===== src/rtl/segre_pkg.sv =====
// Shared types and helpers for the segre core memory path.
package segre_pkg;

    localparam int unsigned ADDR_SIZE = 32;
    localparam int unsigned WORD_SIZE = 32;

    typedef enum logic [1:0] {
        BYTE = 2'b00,
        HALF = 2'b01,
        WORD = 2'b10
    } memop_data_type_e;

    typedef enum logic [1:0] {
        IDLE = 2'b00,
        BUSY = 2'b01,
        ERR  = 2'b10
    } arb_state_e;

    localparam int unsigned ARB_FIXED = 0;
    localparam int unsigned ARB_RR    = 1;

    // Only the two low address bits decide alignment for BYTE/HALF/WORD.
    function automatic logic is_misaligned(logic [1:0] addr_lsb, memop_data_type_e data_type);
        case (data_type)
            HALF:    return addr_lsb[0];
            WORD:    return |addr_lsb;
            default: return 1'b0;
        endcase
    endfunction

endpackage


===== src/rtl/segre_rr_picker.sv =====
// Combinational picker: first asserted request at/after ptr, wrapping to 0.
// A pointer of zero degenerates to fixed lowest-index priority.
module segre_rr_picker #(
    parameter int unsigned N_PORTS = 2
) (
    input  logic [N_PORTS-1:0]         req_vec,
    input  logic [$clog2(N_PORTS)-1:0] ptr,
    output logic [N_PORTS-1:0]         grant_oh,
    output logic [$clog2(N_PORTS)-1:0] grant_idx,
    output logic                       grant_any
);

    localparam int unsigned IDX_W = $clog2(N_PORTS);

    int unsigned cand;

    // Scan ports starting at ptr; the first asserted one wins.
    always_comb begin
        grant_oh  = '0;
        grant_idx = '0;
        grant_any = 1'b0;
        cand      = 0;
        for (int unsigned i = 0; i < N_PORTS; i++) begin
            cand = int'(ptr) + i;
            if (cand >= N_PORTS) begin
                cand = cand - N_PORTS;
            end
            if (!grant_any && req_vec[IDX_W'(cand)]) begin
                grant_any                 = 1'b1;
                grant_idx                 = IDX_W'(cand);
                grant_oh[IDX_W'(cand)]    = 1'b1;
            end
        end
    end

endmodule


===== src/rtl/segre_mem_arbiter.sv =====
// N-port arbiter multiplexing stage requesters onto the single memory port.
// Port 0 is the MEM stage, port 1 the IF stage. Fixed or round-robin priority,
// misaligned requests are rejected without touching memory, and an optional
// watchdog aborts accesses the memory never completes.
module segre_mem_arbiter
    import segre_pkg::*;
#(
    parameter int unsigned N_PORTS  = 2,
    parameter int unsigned ARB_MODE = ARB_FIXED,
    parameter int unsigned TIMEOUT  = 0
) (
    input  logic                           clk_i,
    input  logic                           rsn_i,
    input  logic [N_PORTS-1:0]             req_i,
    input  logic [N_PORTS*ADDR_SIZE-1:0]   req_addr_i,
    input  logic [N_PORTS-1:0]             req_wr_i,
    input  logic [N_PORTS*WORD_SIZE-1:0]   req_wr_data_i,
    input  memop_data_type_e [N_PORTS-1:0] req_type_i,
    output logic [N_PORTS-1:0]             ack_o,
    output logic [N_PORTS-1:0]             err_o,
    output logic [WORD_SIZE-1:0]           rd_data_o,
    output logic                           busy_o,
    output logic [ADDR_SIZE-1:0]           mem_addr_o,
    output logic                           mem_rd_o,
    output logic                           mem_wr_o,
    output logic [WORD_SIZE-1:0]           mem_wr_data_o,
    output memop_data_type_e               mem_data_type_o,
    input  logic [WORD_SIZE-1:0]           mem_rd_data_i,
    input  logic                           mem_ready_i
);

    localparam int unsigned IDX_W = $clog2(N_PORTS);
    localparam int unsigned WD_W  = (TIMEOUT > 0) ? $clog2(TIMEOUT + 1) : 1;
    localparam logic [WD_W-1:0] WD_LAST = (TIMEOUT > 0) ? WD_W'(TIMEOUT - 1) : '0;

    arb_state_e           state_q;
    logic [IDX_W-1:0]     grant_q;
    logic [IDX_W-1:0]     rr_ptr_q;
    logic [WD_W-1:0]      wd_cnt_q;
    logic [WORD_SIZE-1:0] rd_data_q;

    logic [IDX_W-1:0]     pick_ptr;
    logic [N_PORTS-1:0]   pick_oh;
    logic [IDX_W-1:0]     pick_idx;
    logic                 pick_any;
    logic                 win_misaligned;

    logic [ADDR_SIZE-1:0] g_addr;
    logic                 g_wr;
    logic [WORD_SIZE-1:0] g_wr_data;
    memop_data_type_e     g_type;

    logic                 wd_expired;
    logic                 timeout_now;
    logic [IDX_W-1:0]     next_ptr;

    // Fixed priority simply pins the scan start to port 0.
    always_comb begin
        pick_ptr = (ARB_MODE == ARB_RR) ? rr_ptr_q : '0;
    end

    segre_rr_picker #(
        .N_PORTS(N_PORTS)
    ) u_picker (
        .req_vec   (req_i),
        .ptr       (pick_ptr),
        .grant_oh  (pick_oh),
        .grant_idx (pick_idx),
        .grant_any (pick_any)
    );

    // Alignment check on the port that would win arbitration this cycle.
    always_comb begin
        win_misaligned = 1'b0;
        for (int unsigned p = 0; p < N_PORTS; p++) begin
            if (pick_oh[p]) begin
                win_misaligned = is_misaligned(req_addr_i[p*ADDR_SIZE +: 2], req_type_i[p]);
            end
        end
    end

    // Select the registered winner's request fields.
    always_comb begin
        g_addr    = '0;
        g_wr      = 1'b0;
        g_wr_data = '0;
        g_type    = WORD;
        for (int unsigned p = 0; p < N_PORTS; p++) begin
            if (grant_q == IDX_W'(p)) begin
                g_addr    = req_addr_i[p*ADDR_SIZE +: ADDR_SIZE];
                g_wr      = req_wr_i[p];
                g_wr_data = req_wr_data_i[p*WORD_SIZE +: WORD_SIZE];
                g_type    = req_type_i[p];
            end
        end
    end

    // Watchdog expiry and the pointer value following the current grant.
    always_comb begin
        wd_expired  = (TIMEOUT != 0) && (wd_cnt_q == WD_LAST);
        timeout_now = (state_q == BUSY) && !mem_ready_i && wd_expired;
        next_ptr    = (grant_q == IDX_W'(N_PORTS - 1)) ? '0 : grant_q + 1'b1;
    end

    // Memory-side drive and per-port completion pulses.
    always_comb begin
        ack_o           = '0;
        err_o           = '0;
        mem_addr_o      = '0;
        mem_rd_o        = 1'b0;
        mem_wr_o        = 1'b0;
        mem_wr_data_o   = '0;
        mem_data_type_o = WORD;
        if (state_q == BUSY) begin
            mem_addr_o      = g_addr;
            mem_wr_data_o   = g_wr_data;
            mem_data_type_o = g_type;
            mem_rd_o        = !g_wr && !timeout_now;
            mem_wr_o        = g_wr && !timeout_now;
        end
        for (int unsigned p = 0; p < N_PORTS; p++) begin
            if (grant_q == IDX_W'(p)) begin
                ack_o[p] = (state_q == BUSY) && mem_ready_i;
                err_o[p] = timeout_now || (state_q == ERR);
            end
        end
    end

    // Load data passes straight through on ack and is held afterwards.
    always_comb begin
        rd_data_o = (|ack_o) ? mem_rd_data_i : rd_data_q;
        busy_o    = (state_q != IDLE);
    end

    // Arbitration FSM, round-robin pointer, watchdog and read-data hold.
    always_ff @(posedge clk_i or negedge rsn_i) begin
        if (!rsn_i) begin
            state_q   <= IDLE;
            grant_q   <= '0;
            rr_ptr_q  <= '0;
            wd_cnt_q  <= '0;
            rd_data_q <= '0;
        end else begin
            unique case (state_q)
                IDLE: begin
                    if (pick_any) begin
                        grant_q  <= pick_idx;
                        wd_cnt_q <= '0;
                        state_q  <= win_misaligned ? ERR : BUSY;
                    end
                end
                BUSY: begin
                    if (mem_ready_i) begin
                        rd_data_q <= mem_rd_data_i;
                        rr_ptr_q  <= next_ptr;
                        state_q   <= IDLE;
                    end else if (timeout_now) begin
                        rr_ptr_q  <= next_ptr;
                        state_q   <= IDLE;
                    end else if (wd_cnt_q != '1) begin
                        wd_cnt_q  <= wd_cnt_q + 1'b1;
                    end
                end
                ERR: begin
                    rr_ptr_q <= next_ptr;
                    state_q  <= IDLE;
                end
                default: begin
                    state_q <= IDLE;
                end
            endcase
        end
    end

    // Requesters must hold req_i until their ack/err pulse.
    a_req_held: assert property (
        @(posedge clk_i) disable iff (!rsn_i)
        (state_q != IDLE) |-> req_i[grant_q]
    );

endmodule


===== config.mk =====
export PLATFORM = sky130hd
export DESIGN_NAME = segre_mem_arbiter
export DESIGN_NICKNAME = d
export VERILOG_FILES = /design/src/rtl/segre_pkg.sv /design/src/rtl/segre_rr_picker.sv /design/src/rtl/segre_mem_arbiter.sv
export SDC_FILE = /design/constraint.sdc
export NUM_CORES = 1
export LEC_CHECK = 0
export CORE_MARGIN = 5
export CORE_UTILIZATION = 29
export CTS_BUF_LIST = sky130_fd_sc_hd__clkbuf_8
export CTS_CLUSTER_SIZE = 20
export DETAILED_ROUTE_END_ITERATION = 10
export GPL_ROUTABILITY_DRIVEN = 0
export PLACE_DENSITY_LB_ADDON = 0.1
export SETUP_SLACK_MARGIN = 0.15
export SLEW_MARGIN = 15
export SYNTH_ARGS = -nofsm -noshare
export SYNTH_HDL_FRONTEND = slang
export SYNTH_SLANG_ARGS = --single-unit

===== constraint.sdc =====
create_clock -name clk_i -period 1.5 [get_ports clk_i]
set_input_delay 0.3 -clock clk_i [delete_from_list [all_inputs] [get_ports clk_i]]
set_output_delay 0.3 -clock clk_i [all_outputs]
set_load 0.05 [all_outputs]

==> metrics.yaml <==
synth-seq-cells: 35
p_seq_frac: 0.084
routed_wirelength_um: 28300
grt_pass1_wl_um: 29470
numCtsBuffers: 5
arrival_ns: 1.89
worstMarginPinSlew_ns: 0.4207
drive_gt1_frac: 0.6552
grt-ovfl-total: 0
powerDensity_mw_per_mm2: 2327
die_y_um: 111.5
synth.top_cells.by_count: "70 x nor2_1, 66 x mux2i_1, 38 x mux2_4"
grt_pass1_vias: 4477
vias: 4493
pin_count: 276
grt_setup_unrepaired: "true"
crit_chain: "and2b_2, nand2_8, buf_6, mux2_4, buf_12"
synthTopCellsByArea: "dfrtp_1 29%, mux2i_1 22%, mux2_4 19%"
row_count: 37
yosysSeqAreaShare: 0.2929
remaining_drc_errors: 0
synth.avg_cell_area_um2: 10.42
clock_latency_ns: 0.30
antenna_left: 0
pre_cts_ws_ns: -0.4040
cts.sinks: 35
syn_nets: 462
status: "complete, but fails checks"
async_reset_ff_frac: 1.000
io_buffer_count: 275
slowest_stage: "dfrtp_1"
grt_max_degree: 20
core-area_mm2: 0.01018
start_util: 0.2936
hold_path_class: "input pin to asynchronous set/reset pin"
finalCriticalPeriod_ns: 2.186
tns_ns: -69.03
fmax_mhz: 457.5
crit_buf_inv: 2
clk_path_buf_depth: 2
fin_nets: 812
required_ns: 1.20
path_max_fanout: 7
clk_pin_slew_ns: 0.08
violations: "setup timing"
maxSlewViolCount: 0
synth_warnings: 0
wl_per_cell_um: 36.19
synth_largest_area_cell: "dfrtp_1"
worst_setup_path_end_kind: "output pin"
internal-power_uw: 11960
cts_tree: "yes"
setup_slack_ns: -0.6858
yosys.area.top_type_share: 0.2929
grt_use_total: 0.3111
synth_edf_count: 0
power_switching_uw: 10620
cts_max_level: 2
critPathLaunchType: "flip-flop"
relSlewSlack: 0.7195
maxCapViolations: 0
yosysMostFrequentCell: "nor2_1"
hpwl_um: 12240
fin_worst_hold_slack_ns: 0.4796
die_x_um: 111.5
setup_viol: 134
cp_top_family: "simple AND/OR/NAND/NOR gates"
ir_drop_mv: 1.780
drt_iter0_drc: 305
vias_per_cell: 5.746
dr.pass1.iters: 5
critPathMaxStageDelay_ns: 0.42
finalHoldViolCount: 0
min_period_over_period: 1.457
syn_area_mm2: 0.002990
syn_to_final_growth_pct: 224.6
power.leakage_uw: 0.003899
ys_types: 22
syn_inst: 287
switching_share: 0.4704
die-area_mm2: 0.01244
antenna_found_initial: 4
cts_root_buf: "clkbuf_8"
fin_skew_ns: 0.006052
synth_ff_type: "dfrtp_1"
worstSetupPathType: "flip-flop to output pin"
p_clk_frac: 0.032
power_frac_comb: 0.885
state kept, by name (all words and copies together), names as in the netlist:
signal     count
grant_q        1
rd_data_q     32
state_q        2
layout make-up:
class / count / area, µm²
repair buffers: 364 / 5189
multi-input cells: 225 / 3334
flip-flops and latches: 35 / 879.6
fillers: 200 / 479.2
well taps: 136 / 170.2
clock buffers: 5 / 68.82
inverters: 6 / 27.53
diodes: 8 / 20.02
clock inverters: 3 / 16.27
power by group through the flow:
stage | Clock [µW] | Sequential, µW | Combinational (µW)
final | 720 | 1890 | 20000
after global routing | 752 | 1890 | 20300
after CTS | 686 | 1720 | 18200
after detailed placement | 0 | 1700 | 14700
after global placement | 0 | 1690 | 14600
after floorplan | 0 | 1580 | 8360
timing repair:
action / CTS / global route
buffers inserted: 16 / 14
endpoints found under the hold margin: 16 / 0
pin swaps: 37 / 25
cloned: 15 / 3
hold buffers: 1 / 0
resized for setup: 169 / 52
setup endpoints to repair: 135 / 139
worst paths after layout:
kind                                from  slack, ns  depth (start not counted)            end
hold reg to reg            rd_data_q[24]       0.53                          1  rd_data_q[24]
setup reg to reg              state_q[1]      -0.32                          6  rd_data_q[20]
max in group asynchronous          rsn_i       0.39                          3  rd_data_q[17]
min in group clk_i         rd_data_q[24]       0.53                          1  rd_data_q[24]
setup / recovery              state_q[1]      -0.69                          5   rd_data_o[5]
hold / removal                     rsn_i       0.48                          2   rd_data_q[6]
cell usage in the layout, fill, tap and decap left out, drive strengths merged:
master | netlist | layout
dlygate4sd3 | 0 | 1
o211ai | 1 | 1
mux2i | 66 | 66
and2b | 1 | 1
mux2 | 64 | 64
o21ba | 1 | 1
clkbuf | 3 | 9
and2 | 1 | 1
nand2 | 3 | 3
dlymetal6s2s | 0 | 1
clkdlybuf4s15 | 0 | 2
diode | 0 | 8
o21ai | 2 | 2
clkinv | 0 | 1
nor2 | 70 | 70
nor4 | 1 | 1
a21oi | 4 | 4
o32ai | 1 | 1
clkdlybuf4s50 | 0 | 166
inv | 6 | 7
ha | 4 | 4
dfrtp | 35 | 35
buf | 19 | 190
nor3b | 2 | 2
nand2b | 3 | 4
clkinvlp | 0 | 1
cell families (layout without fill, tap and decap cells):
logic type,after synthesis,after routing,share of synthesized area
flip-flops,35,35,0.2929
multiplexers,130,130,0.5096
adder cells (fa/ha/maj),4,4,0.01674
other,0,8,0
AO/OA/AOI/OAI,9,9,0.01883
buffers and inverters,28,378,0.05230
AND/OR/NAND/NOR,81,82,0.1096
per-stage QoR:
| stage | instances | cell area (µm²) | util | total power (µW) |
|---|---|---|---|---|
| 2_1_floorplan | 287 | 3595 | - | 9937 |
| 3_3_place_gp | 717 | 7745 | 0.7604 | 16270 |
| 3_5_place_dp | 717 | 7745 | 0.7604 | 16440 |
| 4_1_cts | 757 | 9205 | 0.9038 | 20550 |
| 5_1_grt | 781 | 9703 | 0.9527 | 22920 |
| 6_report | 782 | 9706 | 0.9529 | 22590 |
layer usage:
layer  up-vias  part of all wire  GRT usage
li1       1722                 -          -
met1      2197              0.31     0.3087
met2       391              0.51     0.5818
met3       183             0.075     0.1011
met4         0              0.11     0.1484
met5         -                 0          0
(Power assumes the default switching activity.)
